### src/rtl/load_store_unit_if.sv
`default_nettype none
// +----------------------------------------------------------------------------+
// | load_store_unit_if : pipeline request/response and data-memory port bundle |
// | Revision: 1.0                                                              |
// +----------------------------------------------------------------------------+
interface load_store_unit_if;
  logic        reqValid;
  logic        reqReady;
  logic        reqWrite;
  logic [1:0]  reqSize;
  logic        reqUnsigned;
  logic [31:0] reqAddr;
  logic [31:0] reqWData;
  logic        respValid;
  logic        respErr;
  logic [31:0] respRData;
  logic [31:0] mem_address;
  logic        mem_writeEnable;
  logic [31:0] mem_writeData;
  logic [31:0] mem_readData;

  // slave: the load/store unit itself; master: pipeline plus memory around it
  modport slave (
    input  reqValid, reqWrite, reqSize, reqUnsigned, reqAddr, reqWData, mem_readData,
    output reqReady, respValid, respErr, respRData, mem_address, mem_writeEnable,
           mem_writeData
  );

  modport master (
    output reqValid, reqWrite, reqSize, reqUnsigned, reqAddr, reqWData, mem_readData,
    input  reqReady, respValid, respErr, respRData, mem_address, mem_writeEnable,
           mem_writeData
  );
endinterface
`default_nettype wire

### src/rtl/load_store_unit.sv
`default_nettype none
// +----------------------------------------------------------------------------+
// | load_store_unit : MEM-stage sequencer for a little-endian 32-bit data      |
// | memory with read-modify-write sub-word stores and extending loads.         |
// | Revision: 1.0                                                              |
// +----------------------------------------------------------------------------+
module load_store_unit #(
  parameter int READ_LATENCY = 1
) (
  input  wire              clk,
  input  wire              reset,
  load_store_unit_if.slave bus
);

  localparam int              CNT_W     = $clog2(READ_LATENCY + 1) + 1;
  localparam logic [CNT_W-1:0] c_RD_LAST = CNT_W'(READ_LATENCY);

  typedef enum logic [2:0] {
    S_IDLE = 3'd0,
    S_RD   = 3'd1,
    S_WR   = 3'd2,
    S_RESP = 3'd3,
    S_ERR  = 3'd4
  } state_t;

  state_t           r_state;
  state_t           w_next;
  logic             r_write;
  logic [1:0]       r_size;
  logic             r_unsigned;
  logic [1:0]       r_lane;
  logic [31:0]      r_wdata;
  logic [31:0]      r_rdata;
  logic [31:0]      r_addr;
  logic [CNT_W-1:0] r_cnt;

  logic             w_accept;
  logic             w_misaligned;
  logic             w_rd_last;
  logic [7:0]       w_byte;
  logic [15:0]      w_half;
  logic [31:0]      w_merged;
  logic [31:0]      w_loaded;

  assign bus.reqReady = (r_state == S_IDLE) && !reset;
  assign w_accept     = bus.reqValid && bus.reqReady;
  assign w_rd_last    = (r_state == S_RD) && (r_cnt == c_RD_LAST);

  always_comb begin
    w_misaligned = 1'b0;
    case (bus.reqSize)
      2'b01:   w_misaligned = bus.reqAddr[0];
      2'b10:   w_misaligned = (bus.reqAddr[1:0] != 2'b00);
      2'b11:   w_misaligned = 1'b1;
      default: w_misaligned = 1'b0;
    endcase
  end

  always_comb begin
    w_next = r_state;
    case (r_state)
      S_IDLE: begin
        if (w_accept) begin
          if (w_misaligned)
            w_next = S_ERR;
          else if (bus.reqWrite && (bus.reqSize == 2'b10))
            w_next = S_WR;
          else
            w_next = S_RD;
        end
      end
      S_RD:    if (w_rd_last) w_next = r_write ? S_WR : S_RESP;
      S_WR:    w_next = S_RESP;
      S_RESP:  w_next = S_IDLE;
      S_ERR:   w_next = S_IDLE;
      default: w_next = S_IDLE;
    endcase
  end

  always_ff @(posedge clk) begin
    if (reset)
      r_state <= S_IDLE;
    else
      r_state <= w_next;
  end

  // Only the addressed lane(s) of the sampled word are replaced by store data
  always_comb begin
    w_merged = bus.mem_readData;
    case (r_size)
      2'b00:   w_merged[{r_lane, 3'b000} +: 8]     = r_wdata[7:0];
      2'b01:   w_merged[{r_lane[1], 4'b0000} +: 16] = r_wdata[15:0];
      default: w_merged = bus.mem_readData;
    endcase
  end

  always_comb begin
    w_byte = bus.mem_readData[{r_lane, 3'b000} +: 8];
    w_half = bus.mem_readData[{r_lane[1], 4'b0000} +: 16];
    case (r_size)
      2'b00:   w_loaded = r_unsigned ? {24'h0, w_byte} : {{24{w_byte[7]}}, w_byte};
      2'b01:   w_loaded = r_unsigned ? {16'h0, w_half} : {{16{w_half[15]}}, w_half};
      default: w_loaded = bus.mem_readData;
    endcase
  end

  always_ff @(posedge clk) begin
    if (reset) begin
      r_write    <= 1'b0;
      r_size     <= 2'b00;
      r_unsigned <= 1'b0;
      r_lane     <= 2'b00;
      r_wdata    <= 32'h0;
      r_rdata    <= 32'h0;
      r_addr     <= 32'h0;
      r_cnt      <= '0;
    end else begin
      if (w_accept) begin
        r_write    <= bus.reqWrite;
        r_size     <= bus.reqSize;
        r_unsigned <= bus.reqUnsigned;
        r_lane     <= bus.reqAddr[1:0];
        r_wdata    <= bus.reqWData;
        r_rdata    <= 32'h0;
        r_cnt      <= '0;
        // Faulting requests leave the memory port untouched
        if (!w_misaligned)
          r_addr <= {bus.reqAddr[31:2], 2'b00};
      end
      if (r_state == S_RD) begin
        r_cnt <= r_cnt + 1'b1;
        if (w_rd_last) begin
          if (r_write)
            r_wdata <= w_merged;
          else
            r_rdata <= w_loaded;
        end
      end
    end
  end

  assign bus.mem_address     = r_addr;
  assign bus.mem_writeEnable = (r_state == S_WR) && !reset;
  assign bus.mem_writeData   = bus.mem_writeEnable ? r_wdata : 32'h0;
  assign bus.respValid       = ((r_state == S_RESP) || (r_state == S_ERR)) && !reset;
  assign bus.respErr         = (r_state == S_ERR) && !reset;
  assign bus.respRData       = ((r_state == S_RESP) && !r_write && !reset) ? r_rdata : 32'h0;

endmodule
`default_nettype wire

### src/flat_wrapper.sv
// flat-port wrapper written by rule: the top's interface ports become plain ports
module load_store_unit_flat 
#(
  parameter int READ_LATENCY = 1
)
  (clk, reset, bus_reqValid, bus_reqWrite, bus_reqSize, bus_reqUnsigned, bus_reqAddr, bus_reqWData, bus_mem_readData, bus_reqReady, bus_respValid, bus_respErr, bus_respRData, bus_mem_address, bus_mem_writeEnable, bus_mem_writeData);
  load_store_unit_if bus_i ();
  input  wire clk;
  input  wire reset;
  input wire logic [$bits(bus_i.reqValid)-1:0] bus_reqValid;
  input wire logic [$bits(bus_i.reqWrite)-1:0] bus_reqWrite;
  input wire logic [$bits(bus_i.reqSize)-1:0] bus_reqSize;
  input wire logic [$bits(bus_i.reqUnsigned)-1:0] bus_reqUnsigned;
  input wire logic [$bits(bus_i.reqAddr)-1:0] bus_reqAddr;
  input wire logic [$bits(bus_i.reqWData)-1:0] bus_reqWData;
  input wire logic [$bits(bus_i.mem_readData)-1:0] bus_mem_readData;
  output wire logic [$bits(bus_i.reqReady)-1:0] bus_reqReady;
  output wire logic [$bits(bus_i.respValid)-1:0] bus_respValid;
  output wire logic [$bits(bus_i.respErr)-1:0] bus_respErr;
  output wire logic [$bits(bus_i.respRData)-1:0] bus_respRData;
  output wire logic [$bits(bus_i.mem_address)-1:0] bus_mem_address;
  output wire logic [$bits(bus_i.mem_writeEnable)-1:0] bus_mem_writeEnable;
  output wire logic [$bits(bus_i.mem_writeData)-1:0] bus_mem_writeData;
  assign bus_i.reqValid = bus_reqValid;
  assign bus_i.reqWrite = bus_reqWrite;
  assign bus_i.reqSize = bus_reqSize;
  assign bus_i.reqUnsigned = bus_reqUnsigned;
  assign bus_i.reqAddr = bus_reqAddr;
  assign bus_i.reqWData = bus_reqWData;
  assign bus_i.mem_readData = bus_mem_readData;
  assign bus_reqReady = bus_i.reqReady;
  assign bus_respValid = bus_i.respValid;
  assign bus_respErr = bus_i.respErr;
  assign bus_respRData = bus_i.respRData;
  assign bus_mem_address = bus_i.mem_address;
  assign bus_mem_writeEnable = bus_i.mem_writeEnable;
  assign bus_mem_writeData = bus_i.mem_writeData;
  load_store_unit #(.READ_LATENCY(READ_LATENCY)) u_core (.clk(clk), .reset(reset), .bus(bus_i));
endmodule
### config.mk
export PLATFORM = sky130hd
export DESIGN_NAME = load_store_unit_flat
export DESIGN_NICKNAME = d
export VERILOG_FILES = /design/src/rtl/load_store_unit_if.sv /design/src/rtl/load_store_unit.sv /design/src/flat_wrapper.sv
export SDC_FILE = /design/constraint.sdc
export NUM_CORES = 1
export LEC_CHECK = 0
export ABC_CLOCK_PERIOD_IN_PS = 3750
export CORE_ASPECT_RATIO = 1.25
export CORE_MARGIN = 10
export CORE_UTILIZATION = 50
export CTS_CLUSTER_SIZE = 10
export DETAILED_ROUTE_END_ITERATION = 12
export PLACE_DENSITY_LB_ADDON = 0.08
export SLEW_MARGIN = 10
export SYNTH_ARGS = -nofsm -noshare
export SYNTH_HDL_FRONTEND = slang
export SYNTH_SLANG_ARGS = --single-unit
### constraint.sdc
create_clock -name clk -period 3.75 [get_ports clk]
set_input_delay 0.75 -clock clk [delete_from_list [all_inputs] [get_ports clk]]
set_output_delay 0.75 -clock clk [all_outputs]
set_load 0.03 [all_outputs]
==> results of run 1 <==
[per-stage QoR]
| stage | instances | power (W) | utilization [%] |
|---|---|---|---|
| 4_1_cts | 1051 | 0.00314 | 71.1 |
| 3_3_place_gp | 1035 | 0.00216 | 68.5 |
| 2_1_floorplan | 740 | 0.00188 | - |
| 3_5_place_dp | 1035 | 0.00219 | 68.5 |
| 6_report | 1051 | 0.00314 | 71.1 |
| 5_1_grt | 1051 | 0.00327 | 71.1 |
[worst max-delay path, cell delays in order, from the launching register on]
cell and delay (ns):
dfxtp_1 0.61, nand2_1 0.23, nor4_2 0.22, buf_4 0.30
and2_1 0.16, clkdlybuf4s50_1 0.68
[synth_stat cells, drive strengths merged, types with 5 or more instances]
master / count / area (um^2)
ha: 6 / 75.1
nand3: 32 / 160
nand2b: 6 / 37.5
o21ai: 44 / 220
a2bb2oi: 15 / 131
and2: 67 / 419
buf: 32 / 208
clkbuf: 48 / 180
a22oi: 7 / 52.6
inv: 5 / 18.8
dfxtp: 105 / 2100
nor3b: 12 / 95.1
a22o: 7 / 61.3
a211oi: 15 / 113
mux2i: 39 / 390
a221oi: 56 / 497
a21oi: 66 / 330
a32oi: 9 / 78.8
nor2: 16 / 60.1
o2bb2ai: 16 / 140
nand2: 93 / 349
[sequential cells by signal (all words and copies together) (netlist names)]
name                    flops
u_core.r_size               2
u_core.r_wdata             32
u_core.bus.mem_address     30
u_core.r_cnt                2
u_core.r_state              3
u_core.r_write              1
u_core.r_rdata             32
u_core.r_lane               2
u_core.r_unsigned           1
[power groups by stage]
stage | Combinational (W) | Sequential, W | Clock, W
2_1_floorplan | 0.000581 | 0.00130 | 0
3_3_place_gp | 0.000843 | 0.00132 | 0
3_5_place_dp | 0.000864 | 0.00132 | 0
4_1_cts | 0.000868 | 0.00130 | 0.000969
5_1_grt | 0.000950 | 0.00131 | 0.00101
6_report | 0.000880 | 0.00130 | 0.000962
[metal layers]
metal,share of wire [%],up-vias
li1,-,3022
met1,41,3058
met2,49,313
met3,8.0,40
met4,2.7,0
met5,0,-
[final timing paths]
check	to	depth (start not counted)	slack, ns	start
worst max-delay path	bus_respRData[5]	5	0.44	u_core.r_state[0]$_SDFFE_PP0P_
worst min-delay path	u_core.r_rdata[18]$_SDFF_PP0_	2	0.48	u_core.r_rdata[18]$_SDFF_PP0_
worst max register to register	u_core.r_wdata[30]$_SDFF_PP0_	4	1.21	u_core.r_state[0]$_SDFFE_PP0P_
worst min register to register	u_core.r_rdata[18]$_SDFF_PP0_	2	0.48	u_core.r_rdata[18]$_SDFF_PP0_
[final cells by class]
type / count / area, um^2 / area share, %
multi-input combinational: 549 / 3560 / 42.7
timing repair buffer: 214 / 2140 / 25.7
sequential: 105 / 2100 / 25.2
clock buffer: 9 / 225 / 2.70
tap: 161 / 201 / 2.42
clock inverter: 7 / 81.3 / 0.976
inverter: 6 / 22.5 / 0.270
[cells by family (layout without fill, tap and decap cells)]
family	after synthesis	in the layout	synth area share, %
simple gates	250	250	21.5
flops	105	105	34.8
fa+ha+maj	6	6	1.24
compound gates	252	252	29.1
mux	39	39	6.46
buf+inv	86	236	6.79
other cells	1	2	0.0621
==> metrics.md, run 1 <==
| Metric | Value |
|---|---|
| Cell Rows | `44` |
| Post-synthesis instance total | `739` |
| Io pins | `203` |
| Die Span X | `118 um` |
| Setup TNS | `0 ns` |
| GRT overflow | `0` |
| Total of max-cap violations | `0` |
| Syn-to-layout area delta | `38.0%` |
| Arrival time worst endpoint | `2.56 ns` |
| GR peak layer | `met2` |
| Setup crit end kind | `primary output` |
| Post-cts resize count | `0` |
| Vias in the first global route | `approximately 6400` |
| Layout cell share with drive strength beyond 1 | `9.21%` |
| Tmin final | `3.31 ns` |
| Die height | `~140 um` |
| Fin. Hold Viols | `0` |
| Crit path kind | `flop to primary output` |
| CP Data Required Time | `3.00 ns` |
| Detailed Route WL | `about 22000 um` |
| FF+latch count, synth | `105` |
| Total CTS buffers | `9` |
| GRT met1 Usage | `roughly 30%` |
| Via count | `6433` |
| Commonest non-fill, non-tap cell in the layout | `clkdlybuf4s50_1` |
| Worst vdd ir | `0.421 mV` |
| Leakage Power | `around 3.0 nW` |
| Worst-Skew Late Latency | `0.35 ns` |
| Initial antenna violation count | `0` |
| Final setup violation count | `0` |
| DR WL/cell | `21.0 um` |
| Async set-reset flop share out of synthesis | `0%` |
| Die area | `16900 um^2` |
| Fill cells | `around 960` |
| Post-Syn Area | `6040 um^2` |
| Grt met3 use | `6.15%` |
| Switching pwr | `0.00109 W` |
| Clock Tree Buf Depth | `2` |
| F_max | `0.302 GHz` |
| Clock slew at reported path FFs | `approximately 0.080 ns` |
| Mean post-synth cell area | `just over 8 um^2` |
| Post-DP Area | `around 8000 um^2` |
| Worst-margin pin slew | `0.973 ns` |
| Root Buffer | `clkbuf_16` |
| Commonest non-fill, non-tap cells in the layout | `clkdlybuf4s50_1, dfxtp_1, nand2_1, and2_1, a21oi_1` |
| Hold Crit Class | `flop to flop` |
| Worst Clk Skew | `0.00601 ns` |
| Fin crit share | `88.2%` |
| WHS | `around 0.48 ns` |
| CP Max Fanout | `32` |
| EDFF count, synth | `0` |
| Starting density of the core | `51.5%` |
| Clock power frac | `30.6%` |
| Yosys cell types | `53` |
| Antenna viol nets, final | `0` |
| Sw Ratio | `34.7%` |
| Final WS setup | `0.443 ns` |
| H-Tree Level Count | `3` |
| Post-synthesis sequential area ratio | `34.8%` |
| Slew Limit Headroom | `a little over a third` |
| Inserted Diodes | `0` |
| DRT Pass-1 Iters | `5` |
| Hpwl dp | `16200 um` |
| GRT met2 Usage | `43.1%` |
| Int Pwr | `about 0.0021 W` |
| CTS tree | `yes` |
| Startpoint types | `flop` |
| Comb power frac | `28.0%` |
| Dominant synthesized flop cell | `dfxtp_1` |
| Final #Nets | `994` |
| Power Dens Cells | `377 nW/um^2` |
| Initial DRC count | `586` |
| Gr usage total | `approximately a quarter` |
| DRC viols | `0` |
| Routability cong. | `0.889` |
| Fin. max-slew vios | `0` |
| RSZ-0062 raised after global routing | `no` |
| Port buffer count | `200` |
| Pre-CTS setup slack | `0.622 ns` |
| Setup bufs post-CTS | `0` |
| Core area | `11700 um^2` |
| Drt via density | `6.12` |
| Sink Count | `~110` |
| Synthesis Warnings | `0` |
| Status | `completed` |
| Final instance area | `around 8300 um^2` |
| Sequential power share | `between 40% and 50%` |
| First-pass GRT wire length | `34600 um` |
| Largest net degree at the start of global routing | `between 70 and 80` |
| Cts hold-fix bufs | `0` |
Power figures use the tool's default switching activity.
==> run 2, diff against run 1 <==
Settings changed: GPL_TIMING_DRIVEN set to 0.
==> metrics.md, run 2 (synthesis results as in run 1) <==
| Metric | Value |
|---|---|
| Worst vdd ir | `0.278 mV (was 0.421 mV)` |
| DR WL/cell | `22.4 um (was 21.0 um)` |
| Crit path kind | `input port to primary output (was flop to primary output)` |
| Pre-CTS setup slack | `-0.776 ns (was 0.622 ns)` |
| Setup TNS | `0 ns (unchanged)` |
| Antenna viol nets, final | `0 (unchanged)` |
| Status | `completed (unchanged)` |
| Arrival time worst endpoint | `2.90 ns (was 2.56 ns)` |
| Port buffer count | `200 (unchanged)` |
| RSZ-0062 raised after global routing | `no (unchanged)` |
| Tmin final | `3.65 ns (was 3.31 ns)` |
| Detailed Route WL | `25100 um (was 22100 um)` |
| Worst-margin pin slew | `0.744 ns (was 0.973 ns)` |
| Initial DRC count | `587 (was 586)` |
| Commonest non-fill, non-tap cell in the layout | `clkdlybuf4s50_1 (unchanged)` |
| Die area | `16900 um^2 (unchanged)` |
| H-Tree Level Count | `3 (unchanged)` |
| Fin. Hold Viols | `0 (unchanged)` |
| Total of max-cap violations | `0 (unchanged)` |
| Drt via density | `6.18 (was 6.12)` |
| Cell Rows | `44 (unchanged)` |
| Layout cell share with drive strength beyond 1 | `6.68% (was 9.21%)` |
| Slowest stage delay, CP | `0.68 ns (about the same)` |
| Total CTS buffers | `9 (unchanged)` |
| Syn-to-layout area delta | `43.1% (was 38.0%)` |
| Vias in the first global route | `6888 (was 6415)` |
| Clock slew at reported path FFs | `0.07 ns (was 0.08 ns)` |
| Core area | `11700 um^2 (unchanged)` |
| Final instance area | `8640 um^2 (was 8330 um^2)` |
| CTS tree | `yes (unchanged)` |
| Fin crit share | `97.2% (was 88.2%)` |
| Routability cong. | `0.954 (was 0.889)` |
| CP Max Fanout | `10 (was 32)` |
| Clock Tree Buf Depth | `2 (unchanged)` |
| Power Dens Cells | `374 nW/um^2 (was 377 nW/um^2)` |
| Critical-path cell list | `clkdlybuf4s50_1, clkbuf_2, nor4_4, buf_4, clkbuf_2, and2_1, clkdlybuf4s50_1 (was nand2_1, nor4_2, buf_4, and2_1, clkdlybuf4s50_1)` |
| DRC viols | `0 (unchanged)` |
| Inserted Diodes | `0 (unchanged)` |
| Post-DP Area | `8250 um^2 (was 8030 um^2)` |
| Sink Count | `105 (unchanged)` |
| Final setup violation count | `0 (unchanged)` |
| Via count | `6917 (was 6433)` |
| Final WS setup | `0.103 ns (was 0.443 ns)` |
| Startpoint types | `input port (was flop)` |
| Fin. max-slew vios | `0 (unchanged)` |
| Io pins | `203 (unchanged)` |
| Hpwl dp | `19400 um (was 16200 um)` |
| Final #Nets | `1062 (was 994)` |
| DRT Pass-1 Iters | `6 (was 5)` |
| Worst Clk Skew | `0.00570 ns (was 0.00601 ns)` |
| Largest net degree at the start of global routing | `19 (was 77)` |
| F_max | `0.274 GHz (was 0.302 GHz)` |
| Die Span X | `118 um (unchanged)` |
| Die height | `143 um (unchanged)` |
| Core Util, Final | `73.7% (was 71.1%)` |
| Starting density of the core | `51.5% (unchanged)` |
| Setup crit end kind | `primary output (unchanged)` |
| Initial antenna violation count | `0 (unchanged)` |
| Leakage Power | `3.65 nW (was 2.96 nW)` |
| Gr usage total | `27.9% (was 24.9%)` |
| WHS | `0.471 ns (was 0.475 ns)` |
| Root Buffer | `clkbuf_16 (unchanged)` |
| Slew Limit Headroom | `50.4% (was 35.1%)` |
| Commonest non-fill, non-tap cells in the layout | `clkdlybuf4s50_1, dfxtp_1, nand2_1, and2_1, a21oi_1 (unchanged)` |
| GRT overflow | `0 (unchanged)` |
| Hold Crit Class | `flop to flop (unchanged)` |
| First-pass GRT wire length | `38100 um (was 34600 um)` |
| CP Data Required Time | `3.00 ns (about the same)` |
| Worst-Skew Late Latency | `0.36 ns (was 0.35 ns)` |
| CP max stage cell | `clkdlybuf4s50_1 (unchanged)` |
==> run 2: cell count changes in the layout (fill, tap and decap cells not counted), sizes merged <==
| cell | before | now |
|---|---|---|
| buf | 54 | 34 |
| clkdlybuf4s50 | 160 | 149 |
| dlygate4sd2 | 0 | 23 |
| dlymetal6s2s | 0 | 28 |
| inv | 8 | 7 |
| clkinv | 5 | 3 |
| clkinvlp | 0 | 1 |
| clkbuf | 9 | 59 |
==> run 2: critical path: cells and delay by family <==
| kind | cells | cell delay (ns) |
|---|---|---|
| simple gates | 2 | 0.32 |
| buf+inv | 5 | 1.83 |
==> run 2: what timing repair did <==
action	in CTS	in global routing
resized for setup	31	30
endpoints found under the setup margin	68	40
hold buffers	0	0
pin swaps	2	0
setup buffers	3	0
gates cloned	0	0
==> run 2: power breakdown <==
group	leakage, nW	switching, W	internal, W
Clock	0.144	0.000463	0.000497
Sequential	0.853	0.0000718	0.00120
Combinational	2.65	0.000583	0.000411
==> run 2: final timing paths <==
kind                                  from                            end  cells past startpoint  slack, ns
max                                  reset              bus_respRData[21]                      7       0.10
min           u_core.r_rdata[9]$_SDFF_PP0_   u_core.r_rdata[9]$_SDFF_PP0_                      2       0.47
min reg2reg   u_core.r_rdata[9]$_SDFF_PP0_   u_core.r_rdata[9]$_SDFF_PP0_                      2       0.47
max reg2reg  u_core.r_lane[1]$_SDFFE_PP0P_  u_core.r_wdata[30]$_SDFF_PP0_                      8       0.54
==> run 2: cell type report <==
cell class | instances | area, um^2
flip-flops and latches | 105 | 2100
clock inverters | 5 | 45.0
repair buffers | 203 | 2070
fillers | 912 | 3080
clock buffers | 11 | 253
inverters | 6 | 22.5
well taps | 161 | 201
plain buffers | 79 | 392
multi-input cells | 549 | 3560
==> run 2: layer usage <==
layer / global-route usage, % / up-vias / part of all wire, %
li1: - / 3148 / -
met1: 31.4 / 3277 / 39
met2: 48.2 / 406 / 48
met3: 6.35 / 86 / 8.4
met4: 14.9 / 0 / 5.1
met5: 0 / - / 0
==> run 2: stage by stage <==
stage	total power, W	instances
after floorplan	0.00188	740
after global placement	0.00222	1101
after detailed placement	0.00226	1101
after CTS	0.00320	1120
after global routing	0.00333	1119
final	0.00323	1119
